$ cat config.mk
export PLATFORM = sky130hd
export DESIGN_NAME = argmax_topk_scan
export DESIGN_NICKNAME = d
export VERILOG_FILES = /design/src/rtl/argmax_topk_scan.sv
export SDC_FILE = /design/constraint.sdc
export NUM_CORES = 1
export LEC_CHECK = 0
export ABC_AREA = 1
export ABC_CLOCK_PERIOD_IN_PS = 1930
export CORE_MARGIN = 1.5
export CORE_UTILIZATION = 42
export CTS_CLUSTER_DIAMETER = 80
export DETAILED_ROUTE_END_ITERATION = 6
export PLACE_DENSITY = 0.84
export SLEW_MARGIN = 20
export SYNTH_ARGS = -nofsm -noshare
export SYNTH_HDL_FRONTEND = slang
export SYNTH_SLANG_ARGS = --single-unit
$ cat constraint.sdc
create_clock -name clk -period 1.93 [get_ports clk]
set_input_delay 0.386 -clock clk [delete_from_list [all_inputs] [get_ports clk]]
set_output_delay 0.386 -clock clk [all_outputs]
set_load 0.05 [all_outputs]
$ cat src/rtl/argmax_topk_scan.sv
// argmax_topk_scan: runtime-length arg-max / arg-min scanner over the Y RAM.
// Reports the winning index and score, and optionally the runner-up score,
// the best-to-second margin and a low-confidence flag.
// Build option: define ARGMAX_MARGIN_EN to implement second/margin/low_conf;
// when undefined those outputs are held at zero and their logic is removed.
module argmax_topk_scan #(
    parameter int N    = 8,
    parameter int W    = 16,
    parameter int Y_AW = 3,
    parameter int LW   = $clog2(N + 1)
) (
    input  logic                 clk,
    input  logic                 rst,
    input  logic                 start,
    input  logic [LW-1:0]        len,
    input  logic [1:0]           mode,
    input  logic [W:0]           thresh,
    output logic                 y_cs,
    output logic                 y_we,
    output logic [Y_AW-1:0]      y_addr,
    output logic [W-1:0]         y_din,
    input  logic [W-1:0]         y_dout,
    output logic                 busy,
    output logic                 done,
    output logic                 empty,
    output logic [$clog2(N)-1:0] index,
    output logic [W-1:0]         best,
    output logic [W-1:0]         second,
    output logic [W:0]           margin,
    output logic                 low_conf
);

    localparam int IW = $clog2(N);

    typedef enum logic [1:0] {S_IDLE, S_ISSUE, S_DRAIN, S_FIN} state_t;
    typedef enum logic [1:0] {M_SMAX = 2'b00, M_SMIN = 2'b01, M_UMAX = 2'b10} cmode_t;

    // True when a is strictly better than b under the latched compare mode
    function automatic logic better(input cmode_t m, input logic [W-1:0] a, input logic [W-1:0] b);
        case (m)
            M_SMIN:  return $signed(a) < $signed(b);
            M_UMAX:  return a > b;
            default: return $signed(a) > $signed(b);
        endcase
    endfunction

    state_t          state_q, state_d;
    cmode_t          mode_q, mode_d;
    logic            y_cs_q, y_cs_d;
    logic [Y_AW-1:0] y_addr_q, y_addr_d;
    logic [Y_AW-1:0] last_q, last_d;
    logic            busy_q, busy_d;
    logic            done_q, done_d;
    logic            empty_q, empty_d;

    logic            vld_q, vld_d;
    logic [IW-1:0]   k_q, k_d;
    logic [W-1:0]    wbest_q, wbest_d;
    logic [IW-1:0]   widx_q, widx_d;
    logic [IW-1:0]   index_q, index_d;
    logic [W-1:0]    best_q, best_d;

    logic [LW-1:0]   len_c;
    logic            accept;
    logic            fin;

    assign len_c  = (len > LW'(N)) ? LW'(N) : len;
    assign accept = (state_q == S_IDLE) && start;
    assign fin    = (state_q == S_FIN);

`ifdef ARGMAX_MARGIN_EN
    function automatic logic [W-1:0] mode_identity(input cmode_t m);
        case (m)
            M_SMIN:  return {1'b0, {(W-1){1'b1}}};
            M_UMAX:  return '0;
            default: return {1'b1, {(W-1){1'b0}}};
        endcase
    endfunction

    logic            one_q, one_d;
    logic [W-1:0]    wsec_q, wsec_d;
    logic [W-1:0]    second_q, second_d;
    logic [W:0]      margin_q, margin_d;
    logic            low_conf_q, low_conf_d;
    logic [W:0]      ext_b, ext_s, mg;

    // Margin in W+1 bits with mode-correct extension; single-element scans saturate
    always_comb begin
        ext_b = (mode_q == M_UMAX) ? {1'b0, wbest_q} : {wbest_q[W-1], wbest_q};
        ext_s = (mode_q == M_UMAX) ? {1'b0, wsec_q}  : {wsec_q[W-1], wsec_q};
        if (one_q)
            mg = '1;
        else if (mode_q == M_SMIN)
            mg = ext_s - ext_b;
        else
            mg = ext_b - ext_s;
    end

    assign second   = second_q;
    assign margin   = margin_q;
    assign low_conf = low_conf_q;
`else
    logic unused_thresh;
    assign unused_thresh = ^thresh;

    assign second   = '0;
    assign margin   = '0;
    assign low_conf = 1'b0;
`endif

    // Control FSM: address issue, drain of the read pipeline, done pulse
    always_comb begin
        state_d  = state_q;
        mode_d   = mode_q;
        y_cs_d   = y_cs_q;
        y_addr_d = y_addr_q;
        last_d   = last_q;
        busy_d   = busy_q;
        done_d   = 1'b0;
        empty_d  = empty_q;
`ifdef ARGMAX_MARGIN_EN
        one_d    = one_q;
`endif
        case (state_q)
            S_IDLE: begin
                if (accept) begin
                    busy_d = 1'b1;
                    mode_d = (mode == 2'b11) ? M_SMAX : cmode_t'(mode);
`ifdef ARGMAX_MARGIN_EN
                    one_d  = (len_c == LW'(1));
`endif
                    if (len_c == '0) begin
                        empty_d = 1'b1;
                        state_d = S_FIN;
                    end else begin
                        empty_d  = 1'b0;
                        y_cs_d   = 1'b1;
                        y_addr_d = '0;
                        last_d   = Y_AW'(len_c - LW'(1));
                        state_d  = S_ISSUE;
                    end
                end
            end
            S_ISSUE: begin
                if (y_addr_q == last_q) begin
                    y_cs_d  = 1'b0;
                    state_d = S_DRAIN;
                end else begin
                    y_addr_d = y_addr_q + 1'b1;
                end
            end
            S_DRAIN: begin
                if (vld_q)
                    state_d = S_FIN;
            end
            S_FIN: begin
                done_d  = 1'b1;
                busy_d  = 1'b0;
                state_d = S_IDLE;
            end
            default: state_d = S_IDLE;
        endcase
    end

    // Compare pipeline: running winner/runner-up, results latched on the done edge
    always_comb begin
        vld_d   = y_cs_q;
        k_d     = k_q;
        wbest_d = wbest_q;
        widx_d  = widx_q;
        index_d = index_q;
        best_d  = best_q;
`ifdef ARGMAX_MARGIN_EN
        wsec_d     = wsec_q;
        second_d   = second_q;
        margin_d   = margin_q;
        low_conf_d = low_conf_q;
`endif
        if (accept) begin
            k_d     = '0;
            wbest_d = '0;
            widx_d  = '0;
`ifdef ARGMAX_MARGIN_EN
            wsec_d  = '0;
`endif
        end else if (vld_q) begin
            if (k_q == '0) begin
                wbest_d = y_dout;
                widx_d  = '0;
`ifdef ARGMAX_MARGIN_EN
                wsec_d  = mode_identity(mode_q);
`endif
            end else if (better(mode_q, y_dout, wbest_q)) begin
`ifdef ARGMAX_MARGIN_EN
                wsec_d  = wbest_q;
`endif
                wbest_d = y_dout;
                widx_d  = k_q;
            end
`ifdef ARGMAX_MARGIN_EN
            else if (!better(mode_q, wsec_q, y_dout)) begin
                wsec_d = y_dout;
            end
`endif
            k_d = k_q + 1'b1;
        end
        if (fin) begin
            index_d = widx_q;
            best_d  = wbest_q;
`ifdef ARGMAX_MARGIN_EN
            second_d   = wsec_q;
            margin_d   = mg;
            low_conf_d = (mg < thresh);
`endif
        end
    end

    // Control registers
    always_ff @(posedge clk or posedge rst) begin
        if (rst) begin
            state_q  <= S_IDLE;
            mode_q   <= M_SMAX;
            y_cs_q   <= 1'b0;
            y_addr_q <= '0;
            last_q   <= '0;
            busy_q   <= 1'b0;
            done_q   <= 1'b0;
            empty_q  <= 1'b0;
`ifdef ARGMAX_MARGIN_EN
            one_q    <= 1'b0;
`endif
        end else begin
            state_q  <= state_d;
            mode_q   <= mode_d;
            y_cs_q   <= y_cs_d;
            y_addr_q <= y_addr_d;
            last_q   <= last_d;
            busy_q   <= busy_d;
            done_q   <= done_d;
            empty_q  <= empty_d;
`ifdef ARGMAX_MARGIN_EN
            one_q    <= one_d;
`endif
        end
    end

    // Datapath registers
    always_ff @(posedge clk or posedge rst) begin
        if (rst) begin
            vld_q   <= 1'b0;
            k_q     <= '0;
            wbest_q <= '0;
            widx_q  <= '0;
            index_q <= '0;
            best_q  <= '0;
`ifdef ARGMAX_MARGIN_EN
            wsec_q     <= '0;
            second_q   <= '0;
            margin_q   <= '0;
            low_conf_q <= 1'b0;
`endif
        end else begin
            vld_q   <= vld_d;
            k_q     <= k_d;
            wbest_q <= wbest_d;
            widx_q  <= widx_d;
            index_q <= index_d;
            best_q  <= best_d;
`ifdef ARGMAX_MARGIN_EN
            wsec_q     <= wsec_d;
            second_q   <= second_d;
            margin_q   <= margin_d;
            low_conf_q <= low_conf_d;
`endif
        end
    end

    assign y_cs   = y_cs_q;
    assign y_we   = 1'b0;
    assign y_addr = y_addr_q;
    assign y_din  = '0;
    assign busy   = busy_q;
    assign done   = done_q;
    assign empty  = empty_q;
    assign index  = index_q;
    assign best   = best_q;

endmodule

==> flow_metrics.env <==
export IMPL_outcome="complete, but fails checks"
export IMPL_violations="setup timing"
export IMPL_ys_flop_type="dfrtp_1"
export IMPL_setup_tns_ps=-3336
export IMPL_routed_wl_mm=7.597
export IMPL_crit_fanout=5
export IMPL_place_port_buffers=50
export IMPL_place_gp_congestion=0.8511
export IMPL_die_h_microns=93.97
export IMPL_syn_cell_area_sq_um=3476
export IMPL_cts_root_buffer="clkbuf_8"
export IMPL_dp_slack_ps=-612.5
export IMPL_rows=32
export IMPL_cts_buffer_depth=2
export IMPL_synth_cells=428
export IMPL_start_kind="flip-flop"
export IMPL_ant_nets=0
export IMPL_antenna_found_initial=0
export IMPL_cts_tree="built"
export IMPL_wl_per_cell_microns=12.33
export IMPL_fin_skew_ps=8.069
export IMPL_firstDrtPassIters=4
export IMPL_fin_crit_sh_pct=111.0
export IMPL_die_w_microns=93.97
export IMPL_end_kind="flip-flop"
export IMPL_post_route_min_period_ps=2143
export IMPL_crit_path_start="wbest_q[7]"
export IMPL_rsz0062_at_grt="yes"
export IMPL_r2r_worst_path_cells=16
export IMPL_hold_path_class="primary input to async pin"
export IMPL_syn_to_final_growth_pct=29.70
export IMPL_vias_per_cell=4.606
export IMPL_layout_common_cells="nand2_1 (72), dfrtp_1 (56), inv_1 (51), conb_1 (51), buf_4 (38)"
export IMPL_detail_route_iter0_violations=139
export IMPL_fmax_ghz=0.4666
export IMPL_overflow=0
export IMPL_grt_pass1_vias=2641
export IMPL_dp_hpwl_mm=5.207
export IMPL_grt_max_degree=26
export IMPL_r2r_end="wbest_q[0]"
export IMPL_reg2reg_slack_ps=-210
export IMPL_yosysWarnings=0
export IMPL_power_density_nw_per_um2=1833
export IMPL_grt_pass1_wl_mm=11.71
export IMPL_maxSlewViolCount=0
export IMPL_ys_seq_area_share_pct=40.32
export IMPL_die_area_sq_um=8830
export IMPL_drv_cap=0
export IMPL_hold_viol=0
export IMPL_drc=0
export IMPL_r2r_start="wbest_q[7]"
export IMPL_cts_buffers_inserted=5
export IMPL_crit_type="flip-flop to flip-flop"
export IMPL_clkSlewWorstSetupHoldPaths_ps=100
export IMPL_numClockSinks=56
export IMPL_timing_final_ws_setup_ps=-213.0
export IMPL_cellLeakagePower_nw=2.423
export IMPL_syn_area_per_cell_sq_um=8.121
export IMPL_ios=119
export IMPL_num_vias=2837
export IMPL_vdd_drop_max_uv=952.0
export IMPL_maxSlewHeadroom_pct=66.37
export IMPL_core_sq_um=7888
export IMPL_finalSetupViolations=19
export IMPL_n_antenna_cell=0
export IMPL_utilization_pct=57.15
export IMPL_async_flop_share_pct=100.0
export IMPL_required_ps=2130
export IMPL_synth_edf_count=0
export IMPL_layout_commonest_cell="nand2_1"
export IMPL_initial_utilization_pct=44.07
export IMPL_drive_above_1_share_pct=23.74
export IMPL_final_nets=581
export IMPL_grt_usage_pct=16.99
export IMPL_critPathArrivalTime_ps=2340
export IMPL_synth_distinct_cells=32
export IMPL_clk_latency_ps=310
export IMPL_worst_pin_slew_ps=503.7
export IMPL_ys_ff_latch=56
export IMPL_htree_levels=2
==> cell usage after synthesis, types with 2 or more instances <==
| cell type | number | area (sq um) |
|---|---|---|
| o31ai_1 | 3 | 22.52 |
| nand3_1 | 21 | 105.1 |
| buf_4 | 52 | 390.4 |
| clkbuf_1 | 4 | 15.01 |
| a21oi_1 | 10 | 50.05 |
| inv_1 | 59 | 221.5 |
| xnor2_1 | 3 | 26.28 |
| nand2_1 | 103 | 386.6 |
| ha_1 | 26 | 325.3 |
| dfrtp_1 | 56 | 1401 |
| o21ai_0 | 23 | 115.1 |
| clkbuf_8 | 2 | 27.53 |
| nand3_2 | 10 | 100.1 |
| nor2_1 | 35 | 131.4 |
| nand2_2 | 4 | 25.02 |
==> power breakdown <==
group	internal (mW)	switching (mW)	total, mW
Clock	0.458	0.367	0.825
Sequential	1.69	0.335	2.02
Combinational	2.09	3.33	5.42
Total	4.24	4.03	8.27
==> state kept, by name (all words and copies together) (netlist names) <==
register,flops
best,16
wbest_q,16
index,3
k_q,3
last_q,3
widx_q,3
y_addr,3
mode_q,2
state_q,2
busy,1
done,1
empty,1
vld_q,1
y_cs,1
==> per-stage QoR <==
step	instance area, sq um	cells	power (mW)	hold slack [ps]
global placement	3989	589	5.953	401.3
finish	4508	616	8.265	382.3
global route	4508	616	8.828	428.6
detailed placement	3989	589	6.131	401.3
CTS	4314	606	7.814	380.1
floorplan	3676	478	5.165	441.9
==> worst max-delay path, cell delays in order (launching register included) <==
cell     delay, ps
dfrtp_1        360
inv_1           60
ha_1           320
a21o_1         200
nor2_2         120
nand2_2         70
nand2_2        100
nand2_2         90
nand2_2         80
nand3_2         60
nand2_1         70
nand2_2         60
nand2_4         80
buf_12         150
nand2_8         80
nand2_2         80
nand2_1         70
==> per-layer routing <==
layer  part of all wire (%)  track usage, %  vias up
met5                      0               0        -
met2                     52           30.43       90
li1                       -               -     1400
met1                     42           20.54     1339
met3                    5.2           3.560        8
met4                    1.0           4.602        0
==> worst max-delay path by stage <==
stage / to / slack [ps]
after global placement: wbest_q[3] / -510
final: wbest_q[0] / -210
after detailed placement: wbest_q[4] / -610
after global routing: wbest_q[0] / -310
after CTS: wbest_q[14] / -160
after floorplan: wbest_q[0] / 40
==> kinds of logic (layout without fill, tap and decap cells) <==
kind of cell	after synthesis	count (layout)	share of synthesized area, %
AO/OA/AOI/OAI	42	42	6.696
XOR/XNOR	3	3	0.7561
adder cells (fa/ha/maj)	26	26	9.359
buffers and inverters	122	155	20.19
flip-flops	56	56	40.32
other	1	51	0.1079
AND/OR/NAND/NOR	178	181	22.57
==> timing repair <==
action | CTS | global route
setup endpoints to repair | 19 | 22
pin swaps | 23 | 16
gates cloned | 3 | 1
buffers inserted | 6 | 10
resized for setup | 42 | 37
hold buffers | 0 | 0
==> area by class of cell <==
type / instances / area [sq um]
Timing Repair Buffer: 86 / 807.0
Inverter: 61 / 229.0
Fill cell: 667 / 3379
Clock inverter: 1 / 30.03
Multi-Input combinational cell: 303 / 1817
Sequential cell: 56 / 1401
Clock buffer: 7 / 96.34
Tap cell: 102 / 127.6
Power figures use the tool's default switching activity.
